<file path="config.mk">
export PLATFORM = sky130hd
export DESIGN_NAME = operand_entry
export DESIGN_NICKNAME = d
export VERILOG_FILES = /design/src/rtl/operand_entry.sv
export SDC_FILE = /design/constraint.sdc
export NUM_CORES = 1
export LEC_CHECK = 0
export ABC_CLOCK_PERIOD_IN_PS = 3800
export BUFFER_PORTS_ARGS = -buffer_cell sky130_fd_sc_hd__buf_2
export CAP_MARGIN = 20
export CORE_MARGIN = 2
export CORE_UTILIZATION = 54
export CTS_BUF_LIST = sky130_fd_sc_hd__clkbuf_2
export DETAILED_ROUTE_END_ITERATION = 8
export GPL_ROUTABILITY_DRIVEN = 0
export GPL_TIMING_DRIVEN = 0
export PLACE_DENSITY_LB_ADDON = 0.1
export SETUP_SLACK_MARGIN = 0.1
export SLEW_MARGIN = 40
export SYNTH_ARGS = -nofsm -noshare
export SYNTH_HDL_FRONTEND = slang
export SYNTH_SLANG_ARGS = --single-unit
</file>
<file path="constraint.sdc">
create_clock -name clk -period 3.8 [get_ports clk]
set_clock_uncertainty 0.15 [all_clocks]
set_input_delay 0.57 -clock clk [delete_from_list [all_inputs] [get_ports clk]]
set_output_delay 0.57 -clock clk [all_outputs]
set_load 0.005 [all_outputs]
</file>
<file path="src/rtl/operand_entry.sv">
// Keypad operand-entry stage: builds two 0-255 decimal operands digit by digit.
// Optional macro OPERAND_BACKSPACE_EN enables the 0xB backspace key.
module operand_entry #(
  parameter int MAX_DIGITS = 3
) (
  input  logic        clk,
  input  logic        rst,
  input  logic [3:0]  num,
  input  logic        load_num,
  output logic [7:0]  num_A,
  output logic [7:0]  num_B,
  output logic [15:0] num_o,
  output logic        signal_num
);

  typedef enum logic [1:0] {
    ENTER_A = 2'd0,
    ENTER_B = 2'd1,
    DONE    = 2'd2
  } state_t;

  localparam logic [1:0] MAX_CNT = 2'(MAX_DIGITS);

  state_t      state_q, state_d;
  logic        load_q;
  logic [3:0]  d2_q, d1_q, d0_q, d2_d, d1_d, d0_d;
  logic [1:0]  cnt_q, cnt_d;
  logic [7:0]  num_a_q, num_a_d, num_b_q, num_b_d;
  logic [15:0] num_o_q, num_o_d;
  logic        signal_q, signal_d;

  logic        key_ev_s;
  logic        is_digit_s;
  logic        digit_ok_s;
  logic [9:0]  cand_s;
  logic [9:0]  buf_val_s;

  // Three BCD digits to binary using shifts and adds only (x*100 = 64x+32x+4x).
  function automatic logic [9:0] bcd_to_bin(input logic [3:0] h, input logic [3:0] t,
                                            input logic [3:0] o);
    logic [9:0] hh, tt, oo;
    hh = {6'd0, h};
    tt = {6'd0, t};
    oo = {6'd0, o};
    return (hh << 6) + (hh << 5) + (hh << 2) + (tt << 3) + (tt << 1) + oo;
  endfunction

  assign key_ev_s   = load_num & ~load_q;
  assign is_digit_s = (num <= 4'd9);
  assign cand_s     = bcd_to_bin(d1_q, d0_q, num);
  assign buf_val_s  = bcd_to_bin(d2_q, d1_q, d0_q);
  // With cnt below the limit d2 is zero, so the candidate only needs d1, d0 and the key.
  assign digit_ok_s = (cnt_q < MAX_CNT) && (cand_s <= 10'd255);

  // Next-state, entry buffer and operand commit logic.
  always_comb begin
    state_d = state_q;
    d2_d    = d2_q;
    d1_d    = d1_q;
    d0_d    = d0_q;
    cnt_d   = cnt_q;
    num_a_d = num_a_q;
    num_b_d = num_b_q;
    if (key_ev_s) begin
      if (state_q == DONE) begin
        case (num)
          4'h0, 4'h1, 4'h2, 4'h3, 4'h4, 4'h5, 4'h6, 4'h7, 4'h8, 4'h9: begin
            state_d = ENTER_A;
            d2_d    = 4'd0;
            d1_d    = 4'd0;
            d0_d    = num;
            cnt_d   = (num != 4'd0) ? 2'd1 : 2'd0;
          end
`ifdef OPERAND_BACKSPACE_EN
          4'hA, 4'hB, 4'hC: begin
`else
          4'hA, 4'hC: begin
`endif
            state_d = ENTER_A;
            d2_d    = 4'd0;
            d1_d    = 4'd0;
            d0_d    = 4'd0;
            cnt_d   = 2'd0;
          end
          default: state_d = state_q;
        endcase
      end else begin
        case (num)
          4'h0, 4'h1, 4'h2, 4'h3, 4'h4, 4'h5, 4'h6, 4'h7, 4'h8, 4'h9: begin
            if (is_digit_s && digit_ok_s && !(cnt_q == 2'd0 && num == 4'd0)) begin
              d2_d  = d1_q;
              d1_d  = d0_q;
              d0_d  = num;
              cnt_d = cnt_q + 2'd1;
            end else begin
              cnt_d = cnt_q;
            end
          end
          4'hA: begin
            if (state_q == ENTER_A) begin
              num_a_d = buf_val_s[7:0];
              state_d = ENTER_B;
            end else begin
              num_b_d = buf_val_s[7:0];
              state_d = DONE;
            end
            d2_d  = 4'd0;
            d1_d  = 4'd0;
            d0_d  = 4'd0;
            cnt_d = 2'd0;
          end
`ifdef OPERAND_BACKSPACE_EN
          4'hB: begin
            d2_d  = 4'd0;
            d1_d  = d2_q;
            d0_d  = d1_q;
            cnt_d = (cnt_q != 2'd0) ? (cnt_q - 2'd1) : 2'd0;
          end
`endif
          4'hC: begin
            d2_d    = 4'd0;
            d1_d    = 4'd0;
            d0_d    = 4'd0;
            cnt_d   = 2'd0;
            state_d = ENTER_A;
          end
          default: state_d = state_q;
        endcase
      end
    end else begin
      state_d = state_q;
    end
  end

  // Output words derived from the next state so they are registered alongside it.
  always_comb begin
    num_o_d  = 16'h0000;
    signal_d = 1'b0;
    case (state_d)
      ENTER_A: num_o_d = {4'hA, d2_d, d1_d, d0_d};
      ENTER_B: num_o_d = {4'hB, d2_d, d1_d, d0_d};
      DONE:    signal_d = 1'b1;
      default: num_o_d = 16'h0000;
    endcase
  end

  // State and datapath registers with synchronous reset.
  always_ff @(posedge clk) begin
    if (rst) begin
      state_q  <= ENTER_A;
      load_q   <= 1'b0;
      d2_q     <= 4'd0;
      d1_q     <= 4'd0;
      d0_q     <= 4'd0;
      cnt_q    <= 2'd0;
      num_a_q  <= 8'd0;
      num_b_q  <= 8'd0;
      num_o_q  <= 16'hA000;
      signal_q <= 1'b0;
    end else begin
      state_q  <= state_d;
      load_q   <= load_num;
      d2_q     <= d2_d;
      d1_q     <= d1_d;
      d0_q     <= d0_d;
      cnt_q    <= cnt_d;
      num_a_q  <= num_a_d;
      num_b_q  <= num_b_d;
      num_o_q  <= num_o_d;
      signal_q <= signal_d;
    end
  end

  assign num_A      = num_a_q;
  assign num_B      = num_b_q;
  assign num_o      = num_o_q;
  assign signal_num = signal_q;

endmodule
</file>
==> results of run 1 <==
==> how the worst min path moves through the flow <==
stage | startpoint | slack [ps] | endpoint
final | load_num | 210 | load_q
after global routing | load_num | 200 | load_q
after CTS | load_num | 190 | load_q
after detailed placement | num_B[2] | 300 | num_B[2]
after global placement | num_B[6] | 300 | num_B[6]
after floorplan | num_B[0] | 300 | num_B[0]
==> cell usage after synthesis, drive strengths merged (2+ instances only) <==
| cell type | n | area (µm²) |
|---|---|---|
| dfxtp | 48 | 961 |
| inv | 31 | 116 |
| ha | 26 | 325 |
| nand2 | 26 | 97.6 |
| a21oi | 19 | 106 |
| nor2 | 19 | 71.3 |
| fa | 14 | 280 |
| mux2i | 11 | 114 |
| a22o | 8 | 70.1 |
| a32o | 8 | 80.1 |
| o21ai | 8 | 40.0 |
| clkbuf | 7 | 26.3 |
| xnor2 | 7 | 61.3 |
| a211oi | 6 | 45.0 |
| buf | 6 | 36.3 |
| nand2b | 5 | 31.3 |
| a21o | 4 | 30.0 |
| nand3 | 4 | 20.0 |
| nor2b | 4 | 25.0 |
| nor3 | 4 | 30.0 |
| o22ai | 4 | 25.0 |
| a2111oi | 3 | 47.6 |
| a22oi | 3 | 22.5 |
| and2 | 3 | 18.8 |
| o2bb2ai | 3 | 26.3 |
| a221oi | 2 | 23.8 |
| and3 | 2 | 12.5 |
| nand4 | 2 | 12.5 |
| nor4 | 2 | 27.5 |
| nor4bb | 2 | 20.0 |
==> area by class of cell <==
class	count	area share
Clock buffer	5	0.00709
Multi-Input combinational cell	211	0.527
Buffer	13	0.0220
Sequential cell	48	0.279
Clock inverter	3	0.0195
Tap cell	70	0.0248
Inverter	31	0.0330
Timing Repair Buffer	50	0.0880
==> timing repair <==
action / in CTS / in global routing
setup buffers: 6 / 6
gates resized for setup: 8 / 21
gates cloned: 0 / 1
endpoints found under the setup margin: 26 / 20
pin swaps: 2 / 9
==> metrics by stage <==
step | std cells | total power [mW] | TNS, ps | setup WS, ps
2_1_floorplan | 303 | 0.618 | 0 | 104
3_3_place_gp | 410 | 0.650 | -7230 | -378
3_5_place_dp | 410 | 0.653 | -8820 | -435
4_1_cts | 424 | 1.01 | 0 | 114
5_1_grt | 431 | 1.06 | 0 | 29.4
6_report | 431 | 1.02 | 0 | 199
==> sequential cells by signal, indices dropped and copies added (netlist names) <==
register,cells
load_q,1
signal_num,1
num_B,8
state_q,2
d0_q,4
cnt_q,2
d1_q,4
d2_q,4
num_A,8
num_o,14
==> kinds of logic after synthesis <==
| family | share of synthesized area |
|---|---|
| compound gates | 0.197 |
| simple gates | 0.134 |
| fa+ha+maj | 0.212 |
| flops | 0.331 |
| xor+xnor | 0.0241 |
| buf+inv | 0.0616 |
| other cells | 0.00129 |
| mux | 0.0392 |
==> where the power goes <==
part | total (mW) | internal, mW | switching, mW
Sequential | 0.519 | 0.511 | 0.00830
Combinational | 0.146 | 0.0611 | 0.0848
Clock | 0.350 | 0.180 | 0.171
Total | 1.02 | 0.751 | 0.264
==> per-layer routing <==
metal / global-route usage / up-vias / wire [µm]
met5: 0 / - / 0
met4: 0.0500 / 0 / 68
met3: 0.0388 / 7 / 333
met2: 0.370 / 86 / 2950
met1: 0.319 / 1161 / 2990
li1: - / 1182 / -
==> worst max-delay path: cells and delay by family <==
family	cells	cell delay, ps
AOI/OAI and AO/OA	4	840
adders and majority gates	4	1530
muxes	1	230
buffers and inverters	5	500
and+or+nand+nor	1	100
==> flow_metrics.tcl, run 1 <==
set metrics [dict create \
    status "completed" \
    async_flop_share 0 \
    fp.dieArea_um2 5980 \
    crit_end "num_o[3]" \
    cp_slowest_cell "fa_1" \
    syn_area_um2 2900 \
    finalWirelength_um 6340 \
    grt_usage 0.228 \
    yosys_warnings 0 \
    core-area_um2 5140 \
    ys_ff_latch 48 \
    fp.dieH_um 77.3 \
    regArea_um2 983 \
    fin_area_um2 3530 \
    cts_made_buffers 5 \
    nets 407 \
    startpoint "num[3]" \
    required_ps 3980 \
    hold_class "in2reg" \
    dp_hpwl_um 4630 \
    vias_per_cell 5.65 \
    slew_headroom 0.472 \
    rrSetupSlack_ps 200 \
    drive_gt1_frac 0.252 \
    arrival_ps 3780 \
    placed_cell_area_um2 3230 \
    grt_pass1_wl_um 10900 \
    rr_worst_depth 13 \
    final_cell_mix "dfxtp_1 (40), buf_2 (38), inv_1 (29)" \
    synth_edf_count 0 \
    antenna_found_initial 0 \
    antenna_cells 0 \
    portBuffers 37 \
    whs_path_depth 2 \
    syn_to_final_growth_pct 21.5 \
    leakage_nw 1.61 \
    root_buffer "clkbuf_2" \
    r2r-end "num_o[3]" \
    vias 2436 \
    multi_input_area_um2 1860 \
    max_stage_delay_ps 510 \
    ys.flop_type "dfxtp_1" \
    drv_slew 0 \
    seq_area_frac_synth 0.331 \
    grt_pass1_vias 2340 \
    worst_hold_slack_ps 209 \
    cp_cell_sequence "buf_6 -> buf_8 -> inv_1 -> fa_1 -> fa_1 -> inv_1 -> ha_2 -> fa_2 -> a211oi_2 -> nor2_2 -> a2bb2oi_4 -> a21oi_4 -> buf_6 -> mux2i_1 -> o21ai_1" \
    cts_hold_buf 0 \
    synth_cell_type_count 51 \
    path_max_fanout 10 \
    path_clk_slew_ps 240 \
    period_share 0.948 \
    cts.sinks 48 \
    maxCapViolCount 0 \
    hold_violations 0 \
    cts_tree "yes" \
    critPathLaunchType "primary input" \
    ant_nets 0 \
    die-width_um 77.3 \
    detail_route.wl_per_cell_um 14.7 \
    drt_iter0_drc 121 \
    min_period_ps 3600 \
    finalSetupViolCount 0 \
    ir_worst_vdd_mv 0.279 \
    p_per_area_nw_per_um2 288 \
    layout_commonest_cell "dfxtp_1" \
    grt-ovfl-total 0 \
    max_freq_mhz 278 \
    initial_core_util 0.565 \
    avgSynthCellArea_um2 9.58 \
    clockBufferDepth 2 \
    synth_nets 350 \
    n_fill_cell 432 \
    syn_inst 303 \
    row_count 26 \
    setup.worst_path.class "in2reg" \
    grt_max_degree 17 \
    worst_pin_slew_ps 792 \
    pin_count 40 \
    worstReg2RegStart "d0_q[0]" \
    clock_latency_ps 430 \
    rsz0062_at_grt "yes" \
    ctsHtreeMaxLevel 2 \
    drc_errors 0 \
    dr.pass1.iters 5 \
    finalCoreUtilization 0.686 \
    worstSetupEndpointType "flop" \
]
Note: power is estimated with default switching activity, not from simulation.
==> run 2: changes to the inputs <==
- ABC_CLOCK_PERIOD_IN_PS: 3800 -> 3900
- CORE_MARGIN: 2 -> 4
- CORE_UTILIZATION: 54 -> 60
- GPL_TIMING_DRIVEN: 0 -> not set
- clock period: 3.8 -> 3.9 ns (I/O delays scaled with it)
==> run 2 against run 1 <==
Hold slack gained 26 ps. Flip-flop and latch count stayed put. Wire length down 3.2%. Critical path depth shrank 2. Global-route usage down 0.69 points. Cell count fell by 6.5%. Register-to-register slack improved by 80 ps. Critical endpoint is now num_o[6]. Total power down 4.4%. Die area up 0.62%. Non-clock buffer count is 12 lower. Utilization is 2.8 points higher. Final area shrank 5.0%.
==> flow_metrics.tcl, run 2 (synthesized netlist as in run 1, its figures left out) <==
set metrics [dict create \
    required_ps 4080 \
    core-area_um2 4690 \
    n_fill_cell 368 \
    largest_reg_flops 14 \
    critPathLaunchType "flop" \
    cts_tree "yes" \
    p_per_area_nw_per_um2 290 \
    multi_input_area_um2 1820 \
    regArea_um2 965 \
    vias 2316 \
    cp_cell_sequence "inv_1 -> fa_1 -> fa_1 -> inv_1 -> ha_2 -> fa_2 -> a211oi_2 -> nor2_2 -> a2bb2oi_4 -> a221oi_2 -> a2111oi_4 -> buf_4 -> a32o_1" \
    rrSetupSlack_ps 280 \
    maxCapViolCount 0 \
    drc_errors 0 \
    clock_latency_ps 420 \
    dp_hpwl_um 4780 \
    rsz0062_at_grt "no" \
    drive_gt1_frac 0.226 \
    hold_violations 0 \
    layout_commonest_cell "dfxtp_1" \
    drt_iter0_drc 148 \
    detail_route.wl_per_cell_um 15.2 \
    clkPwrFrac 0.351 \
    p_switching_mw 0.248 \
    hold_class "in2reg" \
    cts_made_buffers 5 \
    max_freq_mhz 276 \
    status "completed" \
    place_inst 394 \
    period_share 0.929 \
    antenna_found_initial 0 \
    grt_max_degree 26 \
    fin_ws_ps 279 \
    pin_count 40 \
    grt_pass1_wl_um 10700 \
    worst_pin_slew_ps 733 \
    switching_share 0.256 \
    arrival_ps 3800 \
    path_clk_slew_ps 250 \
    intPower_mw 0.722 \
    max_stage_delay_ps 510 \
    p_seq_frac 0.522 \
    grt_pass1_vias 2190 \
    place_ws_ps -39.4 \
    drv_slew 0 \
    ant_nets 0 \
    fp.dieH_um 77.6 \
    grt-ovfl-total 0 \
    cts.sinks 48 \
    antenna_cells 0 \
    cp.buffers_inverters 3 \
    syn_to_final_growth_pct 15.5 \
    fin_cells 403 \
    whs_path_depth 2 \
    cp_slowest_cell "fa_1" \
    initial_core_util 0.619 \
    vias_per_cell 5.75 \
    die-width_um 77.6 \
    finalSetupViolCount 0 \
    ir_worst_vdd_mv 0.306 \
    cts_hold_buf 0 \
    ctsHtreeMaxLevel 2 \
    hp-start "load_num" \
    nets 395 \
    clockBufferDepth 2 \
    worstSetupEndpointType "flop" \
    path_max_fanout 8 \
    holdPathEnd "load_q" \
    fp.dieArea_um2 6010 \
    placed_cell_area_um2 3220 \
    slew_headroom 0.512 \
    finalWirelength_um 6140 \
    p_comb_frac 0.127 \
    min_period_ps 3620 \
    grt_usage 0.221 \
    row_count 25 \
    rr_worst_depth 13 \
    final_cell_mix "dfxtp_1 (45), buf_2 (38), inv_1 (31)" \
    setup.worst_path.class "reg2reg" \
    cpLargestDelayFamily "adder cells" \
    worstReg2RegStart "d1_q[1]" \
    fin_area_um2 3350 \
    root_buffer "clkbuf_2" \
    leakage_nw 1.57 \
    dr.pass1.iters 5 \
    portBuffers 38 \
    r2r-end "num_o[6]" \
]
## run 2: layout make-up
class | count | share of cell area
repair buffers | 51 | 0.0859
clock inverters | 3 | 0.0205
clock buffers | 5 | 0.00747
multi-input cells | 211 | 0.543
flip-flops and latches | 48 | 0.288
inverters | 31 | 0.0347
well taps | 54 | 0.0202
## run 2: per-layer routing
| layer | part of all wire | track usage | wire (µm) |
|---|---|---|---|
| met1 | 0.46 | 0.314 | 2850 |
| met2 | 0.47 | 0.347 | 2890 |
| met5 | 0 | 0 | 0 |
| met3 | 0.056 | 0.0441 | 342 |
| met4 | 0.0093 | 0.0480 | 57 |
## run 2: worst max path at each step
stage,cells past startpoint,slack (ps),endpoint,from
after floorplan,14,110,d0_q[0],num[3]
after CTS,11,140,num_o[7],d0_q[1]
final,13,280,num_o[6],d1_q[1]
after global routing,12,90,num_o[6],d1_q[0]
after global placement,13,6,num_o[11],num[3]
after detailed placement,13,-40,num_o[8],num[3]
## run 2: per-stage QoR
step	hold slack [ps]	total power, mW	TNS [ps]	utilization
4_1_cts	224	0.971	0	0.707
3_3_place_gp	292	0.635	0	0.687
6_report	235	0.971	0	0.714
2_1_floorplan	303	0.601	0	-
3_5_place_dp	298	0.636	-445	0.687
5_1_grt	214	1.02	0	0.714
## run 2: timing repair
action / in CTS / in global routing
gates resized for setup: 0 / 8
buffers inserted: 0 / 1
endpoints found under the setup margin: 0 / 16
## run 2: worst reg2reg max path: cells and delay by family (launching register included)
| family | cells | cell delay [ps] |
|---|---|---|
| flops | 1 | 390 |
| fa+ha+maj | 4 | 1540 |
| compound gates | 5 | 1070 |
| buf+inv | 3 | 300 |
| simple gates | 1 | 90 |
## run 2: power by group through the flow
stage                     sequential (mW)  combinational (mW)  clock (mW)
after floorplan                     0.516              0.0855           0
after global placement              0.516               0.119           0
after detailed placement            0.516               0.120           0
after CTS                           0.507               0.121       0.343
after global routing                0.509               0.138       0.369
final                               0.507               0.123       0.340
==> run 3: changes to the inputs <==
- ABC_CLOCK_PERIOD_IN_PS: 3900 -> 3100
- CORE_UTILIZATION: 60 -> 54
- clock period: 3.9 -> 3.1 ns (I/O delays scaled with it)
==> run 3 against run 2 <==
The flow now finishes with violations (setup timing). Total power rose by 30%. Via count rose by 6.3%. Cell count rose by 10%. Flip-flop and latch count did not move. Largest cell class unchanged. Count of clock-buffer cells in the layout did not move. Critical path type unchanged. Highest routed layer unchanged. First-iteration DRC count fell by 13%. Largest power group unchanged.
==> flow_metrics.tcl, run 3 (synthesized netlist as in run 1, its figures left out) <==
set metrics [dict create \
    status "complete, but fails checks" \
    failed_checks "setup timing" \
    r2r-end "num_o[4]" \
    path_max_fanout 8 \
    die-width_um 81.3 \
    largest_reg_flops 14 \
    rsz0062_at_grt "yes" \
    finalWirelength_um 7180 \
    syn_to_final_growth_pct 27.8 \
    p_per_area_nw_per_um2 341 \
    worstSetupEndpointType "flop" \
    antenna_cells 0 \
    hold_class "in2reg" \
    cts.sinks 48 \
    ant_nets 0 \
    worst_pin_slew_ps 638 \
    worstReg2RegStart "d1_q[1]" \
    wl_met1_um 3280 \
    antenna_found_initial 0 \
    layout_commonest_cell "dfxtp_1" \
    nets 420 \
    whs_path_depth 2 \
    drc_errors 0 \
    dr_wl_met3_um 327 \
    initial_core_util 0.561 \
    hp-start "load_num" \
    cts_hold_buf 0 \
    place_inst 433 \
    drv_slew 0 \
    cts_made_buffers 5 \
    grt_pass1_vias 2349 \
    p_total_mw 1.26 \
    root_buffer "clkbuf_2" \
    critPathLaunchType "flop" \
    grt_max_degree 26 \
    portBuffers 38 \
    drt_iter0_drc 129 \
    row_count 26 \
    maxCapViolCount 0 \
    final_cell_mix "dfxtp_1 (45), buf_2 (38), buf_4 (33)" \
    placed_cell_area_um2 3450 \
    clock_latency_ps 420 \
    fin_ws_ps -453 \
    n_fill_cell 398 \
    max_freq_mhz 281 \
    grt_pass1_wl_um 11400 \
    path_clk_slew_ps 250 \
    vias_per_cell 5.55 \
    rrSetupSlack_ps -450 \
    cts_tree "yes" \
    ctsHtreeMaxLevel 2 \
    finalCoreUtilization 0.717 \
    required_ps 3290 \
    slew_headroom 0.575 \
    fin_area_um2 3710 \
    min_period_ps 3550 \
    rr_worst_depth 13 \
    setup_tns_ps -10280 \
    setup.worst_path.class "reg2reg" \
    pin_count 40 \
    drive_gt1_frac 0.329 \
    ir_worst_vdd_mv 0.414 \
    fp.dieArea_um2 6610 \
    worst_hold_slack_ps 111 \
    holdPathEnd "load_q" \
    grt-ovfl-total 0 \
    dp_hpwl_um 5170 \
    detail_route.wl_per_cell_um 16.2 \
    fin_cells 444 \
    finalSetupViolCount 26 \
    fp.dieH_um 81.3 \
    leakage_nw 1.71 \
    period_share 1.15 \
    place_ws_ps -604 \
    dr.pass1.iters 7 \
    wl_met2_um 3480 \
    arrival_ps 3750 \
    top_layer "met4" \
    vias 2462 \
    clockBufferDepth 2 \
    grt_usage 0.225 \
    hold_violations 0 \
    core-area_um2 5170 \
]
## run 3: layout make-up
class                   count  area, µm²  share of cell area
well taps                  70       87.6              0.0236
inverters                  31        116              0.0314
flip-flops and latches     48        970               0.261
clock buffers               5       25.0             0.00675
clock inverters             3       68.8              0.0186
multi-input cells         211       1940               0.523
repair buffers             76        503               0.136
## run 3: how the worst max path moves through the flow
stage | to | startpoint | slack, ps | cells past startpoint
after global routing | cnt_q[0] | d0_q[0] | -640 | 14
after global placement | num_o[11] | num[3] | -500 | 13
after CTS | num_o[6] | d0_q[0] | -480 | 13
final | num_o[4] | d1_q[1] | -450 | 13
after floorplan | num_o[10] | num[3] | -370 | 12
after detailed placement | num_o[9] | num[3] | -600 | 13
## run 3: worst max-delay path, cell delays in order (launching register included)
cell	delay (ps)
dfxtp_4	440
inv_2	40
fa_1	480
fa_1	510
inv_1	50
ha_2	180
fa_2	330
a211oi_2	210
nor2_2	100
a2bb2oi_4	180
a221oi_4	340
a2111oi_4	50
buf_4	190
a32o_1	220
## run 3: what timing repair did
action / CTS / global route
setup buffers: 2 / 1
resized for setup: 16 / 16
endpoints found under the setup margin: 28 / 28
pin swaps: 7 / 12
## run 3: where the power goes
group          total, mW  internal (mW)  switching, mW
Clock              0.428          0.220          0.208
Sequential         0.634          0.628        0.00645
Combinational      0.203         0.0875          0.115
Total               1.26          0.935          0.330
## run 3: per-layer routing
metal  vias up  track usage
met5         -            0
met4         0       0.0608
met3        10       0.0410
met2        88        0.363
met1      1162        0.308
li1       1202            -
